File: src/rtl/uart_pkg.sv
// Shared types and constants for the UART receive path.
package uart_pkg;

  localparam int DATA_BITS = 8;

  typedef enum logic [1:0] {
    IDLE,
    START,
    DATA,
    STOP
  } rx_state_e;

  // Ceiling log2 with a floor of 1 so a one-clock bit period still gets a real counter.
  function automatic int clog2(input int value);
    int w;
    w = 1;
    while ((1 << w) < value) w++;
    return w;
  endfunction

endpackage

File: src/rtl/uart_bit_timer.sv
// Bit-period timer: pulses o_sample at mid-bit, or on every clock when a bit is one clock long.
module uart_bit_timer #(
  parameter int CLKS_PER_BIT = 1
) (
  input  logic clk,
  input  logic rst,
  input  logic i_clear,
  output logic o_sample
);
  import uart_pkg::*;

  localparam int CNT_W = clog2(CLKS_PER_BIT);
  localparam logic [CNT_W-1:0] LAST = CNT_W'(CLKS_PER_BIT - 1);
  // Preload so the first wrap lands CLKS_PER_BIT/2 clocks after the start edge.
  localparam logic [CNT_W-1:0] INIT = CNT_W'(CLKS_PER_BIT - CLKS_PER_BIT / 2);

  logic [CNT_W-1:0] r_cnt;
  logic             w_at_last;

  assign w_at_last = (r_cnt == LAST);

  // NOTE: sequential state uses <= so every flop samples pre-edge values, regardless of statement order.
  always_ff @(posedge clk) begin
    if (rst || i_clear) begin
      r_cnt <= INIT;
    end else if (w_at_last) begin
      r_cnt <= '0;
    end else begin
      r_cnt <= r_cnt + 1'b1;
    end
  end

  assign o_sample = (CLKS_PER_BIT == 1) || w_at_last;

endmodule

File: src/rtl/uart_rx_unit.sv
// 8N1 UART receiver: bit-timer driven FSM, LSB-first shift register, ready/framing-error strobes.
module uart_rx_unit #(
  parameter int CLKS_PER_BIT = 1,
  parameter int DATA_BITS    = uart_pkg::DATA_BITS
) (
  input  logic                 clk,
  input  logic                 rst,
  input  logic                 rx_in,
  output logic [DATA_BITS-1:0] rx_data,
  output logic                 rx_rdy,
  output logic                 frame_err
);
  import uart_pkg::*;

  localparam int             IDX_W    = clog2(DATA_BITS);
  localparam logic [IDX_W-1:0] LAST_BIT = IDX_W'(DATA_BITS - 1);

  rx_state_e              r_state, w_state_nxt;
  logic [DATA_BITS-1:0]   r_shift, w_shift_nxt, w_shifted;
  logic [IDX_W-1:0]       r_bit_idx, w_bit_idx_nxt;
  logic [DATA_BITS-1:0]   r_data, w_data_nxt;
  logic                   r_rdy, w_rdy_nxt;
  logic                   r_err, w_err_nxt;
  logic                   w_sample;

  // Timer free-runs only inside a frame; IDLE holds it at its mid-bit preload.
  uart_bit_timer #(
    .CLKS_PER_BIT (CLKS_PER_BIT)
  ) u_bit_timer (
    .clk      (clk),
    .rst      (rst),
    .i_clear  (r_state == IDLE),
    .o_sample (w_sample)
  );

  assign w_shifted = {rx_in, r_shift[DATA_BITS-1:1]};

  always_ff @(posedge clk) begin
    if (rst) begin
      r_state   <= IDLE;
      r_shift   <= '0;
      r_bit_idx <= '0;
      r_data    <= '0;
      r_rdy     <= 1'b0;
      r_err     <= 1'b0;
    end else begin
      r_state   <= w_state_nxt;
      r_shift   <= w_shift_nxt;
      r_bit_idx <= w_bit_idx_nxt;
      r_data    <= w_data_nxt;
      r_rdy     <= w_rdy_nxt;
      r_err     <= w_err_nxt;
    end
  end

  always_comb begin
    // NOTE: every output gets a default first, so no path through the case can infer a latch.
    w_state_nxt   = r_state;
    w_shift_nxt   = r_shift;
    w_bit_idx_nxt = r_bit_idx;
    w_data_nxt    = r_data;
    w_rdy_nxt     = 1'b0;
    w_err_nxt     = 1'b0;

    unique case (r_state)
      IDLE: begin
        if (CLKS_PER_BIT == 1) begin
          // A single-clock bit means the low sample already is the start bit.
          if (w_sample && !rx_in) begin
            w_state_nxt   = DATA;
            w_bit_idx_nxt = '0;
          end
        end else if (!rx_in) begin
          w_state_nxt = START;
        end
      end
      START: begin
        if (w_sample) begin
          if (!rx_in) begin
            w_state_nxt   = DATA;
            w_bit_idx_nxt = '0;
          end else begin
            w_state_nxt = IDLE;
          end
        end
      end
      DATA: begin
        if (w_sample) begin
          w_shift_nxt = w_shifted;
          if (r_bit_idx == LAST_BIT) begin
            w_data_nxt  = w_shifted;
            w_state_nxt = STOP;
          end else begin
            w_bit_idx_nxt = r_bit_idx + 1'b1;
          end
        end
      end
      STOP: begin
        if (w_sample) begin
          w_rdy_nxt   = rx_in;
          w_err_nxt   = !rx_in;
          w_state_nxt = IDLE;
        end
      end
      default: w_state_nxt = IDLE;
    endcase
  end

  assign rx_data   = r_data;
  assign rx_rdy    = r_rdy;
  assign frame_err = r_err;

endmodule

File: config.mk
export PLATFORM = sky130hd
export DESIGN_NAME = uart_rx_unit
export DESIGN_NICKNAME = d
export VERILOG_FILES = /design/src/rtl/uart_pkg.sv /design/src/rtl/uart_bit_timer.sv /design/src/rtl/uart_rx_unit.sv
export SDC_FILE = /design/constraint.sdc
export NUM_CORES = 1
export LEC_CHECK = 0
export BUFFER_PORTS_ARGS = -buffer_cell sky130_fd_sc_hd__buf_2
export CELL_PAD_IN_SITES_DETAIL_PLACEMENT = 0
export CELL_PAD_IN_SITES_GLOBAL_PLACEMENT = 1
export CORE_MARGIN = 3
export CORE_UTILIZATION = 35
export CTS_CLUSTER_SIZE = 28
export DETAILED_ROUTE_END_ITERATION = 8
export GPL_TIMING_DRIVEN = 1
export MAX_ROUTING_LAYER = met4
export PLACE_DENSITY_LB_ADDON = 0.12
export SLEW_MARGIN = 40
export SYNTH_ARGS = -nofsm -noshare
export SYNTH_HDL_FRONTEND = slang
export SYNTH_SLANG_ARGS = --single-unit
File: constraint.sdc
create_clock -name clk -period 1.35 [get_ports clk]
set_input_delay 0.0675 -clock clk [delete_from_list [all_inputs] [get_ports clk]]
set_output_delay 0.0675 -clock clk [all_outputs]
set_load 0.1 [all_outputs]
-- Yosys cells after proc, flatten, opt, wreduce, memory -nomap -nowiden
Cells that the tools add are included.
- add/sub/neg operators: 1
- eq/ne operators: 8
- mux-type cells: 7
- bitwise gates (word level): 1
- reductions and logical operators: 8
- operators by type and width (operator ; number):
    2-bit != test (second input constant) ; 4
    2-bit one-hot mux with 4 select lines ; 1
    2-bit 2-to-1 mux ; 3
    3-bit 2-to-1 mux ; 2
    3-bit one-hot mux with 2 select lines ; 1
    2-bit == test (second input constant) ; 2
    2-bit AND reduction ; 2
    2-bit OR reduction ; 2
    3-bit by 1-bit adder with 3-bit output (second input constant) ; 1
    3-bit == test (second input constant) ; 1
    3-bit AND reduction ; 1
    2-bit by 1-bit == test with 1-bit output (second input constant) ; 1
    2-bit logical NOT ; 1
    2-bit nonzero test ; 1
    1-bit logical NOT ; 1
    1-bit NOT ; 1
- bits in registers: 23
- word-level logic and storage cells: 31

-- Depth between registers and ports, before layout
- word-level depth: 4
- mapped depth: 6
- gate-level depth less buffers: 5

-- Modules after synthesis
Synthesis repeated with hierarchy kept, for this count alone.
- cells, all modules: 93
- area total of the unflattened synthesis: 859.6 um^2
- modules (own cells, without submodules) (module ; instances ; cells each ; area each (um^2) ; seq. area each (um^2)):
    uart_rx_unit ; 1 ; 91 ; 848.3 ; 440.4
    uart_bit_timer ; 1 ; 2 ; 11.3 ; 0.0

-- Worst setup path after synthesis
OpenSTA, ideal clock, no wires.
- path type: reg2reg
- from: register r_bit_idx[0]
- to: register r_bit_idx[0]
- library setup time: 63 ps
- arrival time: 1327 ps
- required time: 1287 ps
- setup slack: -40 ps
- stages on the path, launching flop included: 6
- buffers on the path: 0
- clock period less this slack: 1390 ps
- path through: dfxtp_1 ha_1 ha_1 nor3b_2 mux2_4 nor2_2
- longest elaborated chain between the ends: 3
- elaborated cells on any way between the ends: 6
- those cells by class: add/sub: 1; eq/ne: 2; mux: 2; reduce/logical: 1
- RTL lines (element ; line ; RTL):
    from (decl) ; uart_rx_unit.sv:20 ; logic [IDX_W-1:0] r_bit_idx, w_bit_idx_nxt;
    from (signal assigned) ; uart_rx_unit.sv:49 ; r_bit_idx <= w_bit_idx_nxt;
    3-bit by 1-bit adder with 3-bit output or 3-bit == test (tied branches) ; uart_rx_unit.sv:94, uart_rx_unit.sv:90 ;
    3-bit 2-to-1 mux or 2-bit != test (tied branches) ; -- ;
    3-bit one-hot mux with 2 select lines or 3-bit AND reduction (tied branches) ; -- ;
Several ways; a longest one is shown, not always the timed one. The select of a mux whose other input is x is not followed.
A chain may end at the register's enable or synchronous reset.

-- Final worst setup path
Same ends and word-level chain as after synthesis.

==> summary by stage <==
STA
The hold violation total from the final report is 0. For the pin with the worst max-slew slack, the measured transition is a little under 500 ps. Counting I/O delays and the setup requirement, the final critical path takes 1340 ps. The final setup TNS is 0 ps. Setup repair after global routing could not meet its margin everywhere. Setup violations remaining at the end of the flow were counted as 0. The max-slew violation count is 0. For this run, the top clock speed supported by timing is 747 MHz. Clock skew on the completed layout was measured at 1.59 ps. The worst-case headroom to the max-slew limit is 0.678.

In the finished design, the share of the clock period the worst path needs comes to 0.992.

Setup path
Counting cells, the worst reg-to-reg path comes to 5. STA classifies the critical path endpoint as a flop. Broken down by cell family, the worst path's largest delay share belongs to flip-flops.

In this run the critical register-to-register path is captured at r_bit_idx[0]. The arrival time at the worst endpoint is 1590 ps. The slowest stage of the critical path is the sky130_fd_sc_hd__dfxtp_2 cell. The worst setup path is launched from a flop. The most numerous cell on the critical path is sky130_fd_sc_hd__ha_4. The class of the most critical setup path is flop to flop. Together, buffers and inverters on the worst path number 0. The worst endpoint required time is 1600 ps. The startpoint identified for the worst register-to-register timing path is r_bit_idx[0]. The setup slack on the worst flop-to-flop path is 10 ps. On the worst path, the slowest cell contributes a delay of 360 ps. Of all nets on the critical path, the largest fanout is 5. Traced cell by cell, the critical path runs through ha_4 > ha_4 > nor3b_4 > mux2_4 > nor2_2.

Pwr
The total internal power is between 0.0008 and 0.0009 W. The share of total power dissipated in sequential elements is 0.615. Of the total power, the share spent switching nets is 0.217. The power per unit of standard cell area is 1080 mW/mm^2.

For this design the static power due to leakage is approximately 0.39 nW. Across the VDD grid, the largest voltage drop is approximately 0.67 mV. The net switching power is 0.000236 W. The power share of the clock group is 0.326.

The part of the power in combinational logic is 0.059.

Logic synthesis
The fraction of synthesized cell area taken by the top area cell type is 0.533. The commonest register cell after synthesis is sky130_fd_sc_hd__dfxtp_1. The summed instance area of the synthesized netlist is around 830 sq um. After synthesis the netlist holds a flip-flop and latch count of 22. The post-synth net total is 99. The number of library cell types mapped by synthesis is 21. After synthesis, the mean cell area works out to 8.79 sq um.

By area the synthesized netlist is led by sky130_fd_sc_hd__dfxtp_1, sky130_fd_sc_hd__nand2_1, sky130_fd_sc_hd__a21oi_1. The number of enable flip-flop cells after synthesis is 0. For this run, the number of Yosys warnings is 0. Ranked by instance count, the synthesized netlist is headed by sky130_fd_sc_hd__nand2_1, sky130_fd_sc_hd__dfxtp_1, sky130_fd_sc_hd__a21oi_1. The most frequent cell after synthesis is sky130_fd_sc_hd__nand2_1.

The async set or reset register ratio after synthesis is 0. The sequential area share after synthesis is 0.533. sky130_fd_sc_hd__dfxtp_1 takes more of the synthesized area than any other cell. The number of instances in the synthesized netlist is 94.

Clocking
The TritonCTS clock tree is done. Clock-pin slew was measured on the worst setup and hold paths at 120 ps. The count of hold-fix buffers inserted at cts is 0. The clock buffer count from CTS is 3. The clock sink count is 22.

CTS built an H-tree with a depth of 1. The number of setup buffers added after CTS is 0. The later-pin clock latency in the skew report is 300 ps. In this run the deepest clock path goes through 2 buffers.

In this run the clock root is driven by a sky130_fd_sc_hd__clkbuf_4.

Detailed routing
The detailed-routing iteration count for the pre-antenna-repair pass is 4. The routed wire length is 1520 microns. The initial detailed-routing violation count is 7. After detailed routing, the number of remaining DRC violations is 0. The final route contains 668 vias.

The post-route antenna net violation count is 0. In the final routed layout, each cell accounts on average for between 10 and 15 microns. The detailed-route vias per instance is 4.81.

Worst hold path
The number of cells traversed by the worst hold path is 2. For hold timing, the worst endpoint is frame_err. The startpoint identified for the worst hold timing path is rx_in. The path class of the tightest hold or removal check is primary input to flop.

Final layout
In the final layout, the share of cells above drive strength 1 is 0.277. The count of filler cells inserted in the layout is 211. For this run, the post-layout net count is 118. Excluding fillers, the count of instances in the completed layout stands at 139.

At the end of the flow the core is filled with cells to 0.480. After routing the design area is around 0.0010 sq mm. Compared with the post-synthesis result, the final layout area differs by 22.1%. The number of antenna diodes is 0.

Summing all multi-input logic gate instances after layout gives 383 sq um. The sequential cell area in the final layout is approximately 440 sq um.

Placed design
The count of buffers added on input and output ports is 12. Counting tap cells, the placed design contains a total of between 100 and 150 instances. The half-perimeter wire length of the detailed placement result is 1040 microns.

The cell area after placement is around 950 sq um. Routability-driven placement finished with a final weighted congestion of 0.681.

Run status
The run finished with clean final reports.

Global routing
The residual overflow from global routing is 0. The initial antenna violation count is 0. The largest net degree at the start of global routing is 23. The via count of the first global-routing pass is 571. The first global-routing pass estimated about 2500 microns of wire.

Across every metal layer, demand over resource in global routing totals 0.126.

Floorplan
For this configuration, the core starts out at a cell density of 0.393. The chip width is between 50 and 60 microns. The area enclosed by the die boundary is 0.00298 sq mm. The core region is ~0.0021 sq mm. The die is 54.6 microns tall.

During I/O placement, the number of pins put on the boundary was 13. After floorplanning, the core was divided into 16 placement rows.

Run
Across the run, the number of max-cap violations was 0.
-- logic make-up (layout without fill, tap and decap cells) --
group / count (synthesis) / count (layout) / synth area share
buf+inv: 5 / 23 / 0.0409
simple gates: 43 / 43 / 0.238
mux: 1 / 1 / 0.0182
flops: 22 / 22 / 0.533
compound gates: 21 / 21 / 0.139
fa+ha+maj: 2 / 2 / 0.0303
-- stage by stage --
step / hold slack, ps / worst slack, ps / total power (W)
after floorplan: 144 / 9.17 / 0.000725
after global placement: 355 / 12.0 / 0.000741
after detailed placement: 359 / -28.7 / 0.000743
after CTS: 17.9 / 1.03 / 0.00110
after global routing: 45.9 / -41.7 / 0.00114
final: 30.0 / 11.3 / 0.00109
-- flip-flops by register name, indices dropped and copies added, names as in the netlist --
name / count
rx_data: 8
r_shift: 7
r_bit_idx: 3
r_state: 2
frame_err: 1
rx_rdy: 1
-- worst max path at each step --
stage,depth (start not counted),slack [ps],startpoint,end
after floorplan,5,9,r_bit_idx[0],r_bit_idx[0]
after global placement,5,10,r_bit_idx[0],r_bit_idx[0]
after detailed placement,5,-30,r_bit_idx[0],r_bit_idx[0]
after CTS,5,1,r_bit_idx[0],r_bit_idx[0]
after global routing,5,-40,r_bit_idx[0],r_bit_idx[0]
final,5,10,r_bit_idx[0],r_bit_idx[0]
-- power groups by stage --
stage | clock network [W] | registers (W) | logic, W
3_5_place_dp | 0 | 0.000682 | 0.0000612
4_1_cts | 0.000371 | 0.000669 | 0.0000643
2_1_floorplan | 0 | 0.000677 | 0.0000475
6_report | 0.000355 | 0.000669 | 0.0000638
3_3_place_gp | 0 | 0.000681 | 0.0000603
5_1_grt | 0.000399 | 0.000671 | 0.0000720
-- area by class of cell --
cell class	count	share of cell area
Sequential cell	22	0.439
Clock buffer	4	0.0360
Timing Repair Buffer	19	0.112
Tap cell	27	0.0335
Multi-Input combinational cell	67	0.380
-- layout by cell type, fill, tap and decap left out, types with 2 or more instances in the layout --
master and count:
sky130_fd_sc_hd__nand2_1 33, sky130_fd_sc_hd__ha_4 2, sky130_fd_sc_hd__dfxtp_2 2, sky130_fd_sc_hd__buf_4 7
sky130_fd_sc_hd__dfxtp_1 20, sky130_fd_sc_hd__clkbuf_4 3, sky130_fd_sc_hd__buf_2 12, sky130_fd_sc_hd__o221ai_1 2
sky130_fd_sc_hd__a21oi_1 17
-- routing by layer --
metal / track usage / wire (microns)
met4: 0.0373 / 9
met5: - / 0
met1: 0.136 / 746
met2: 0.205 / 709
met3: 0.0572 / 56
-- repair_timing --
action	CTS	global route
pin swaps	1	0
endpoints found under the setup margin	1	3
gates resized for setup	3	1
(Power assumes the default switching activity.)
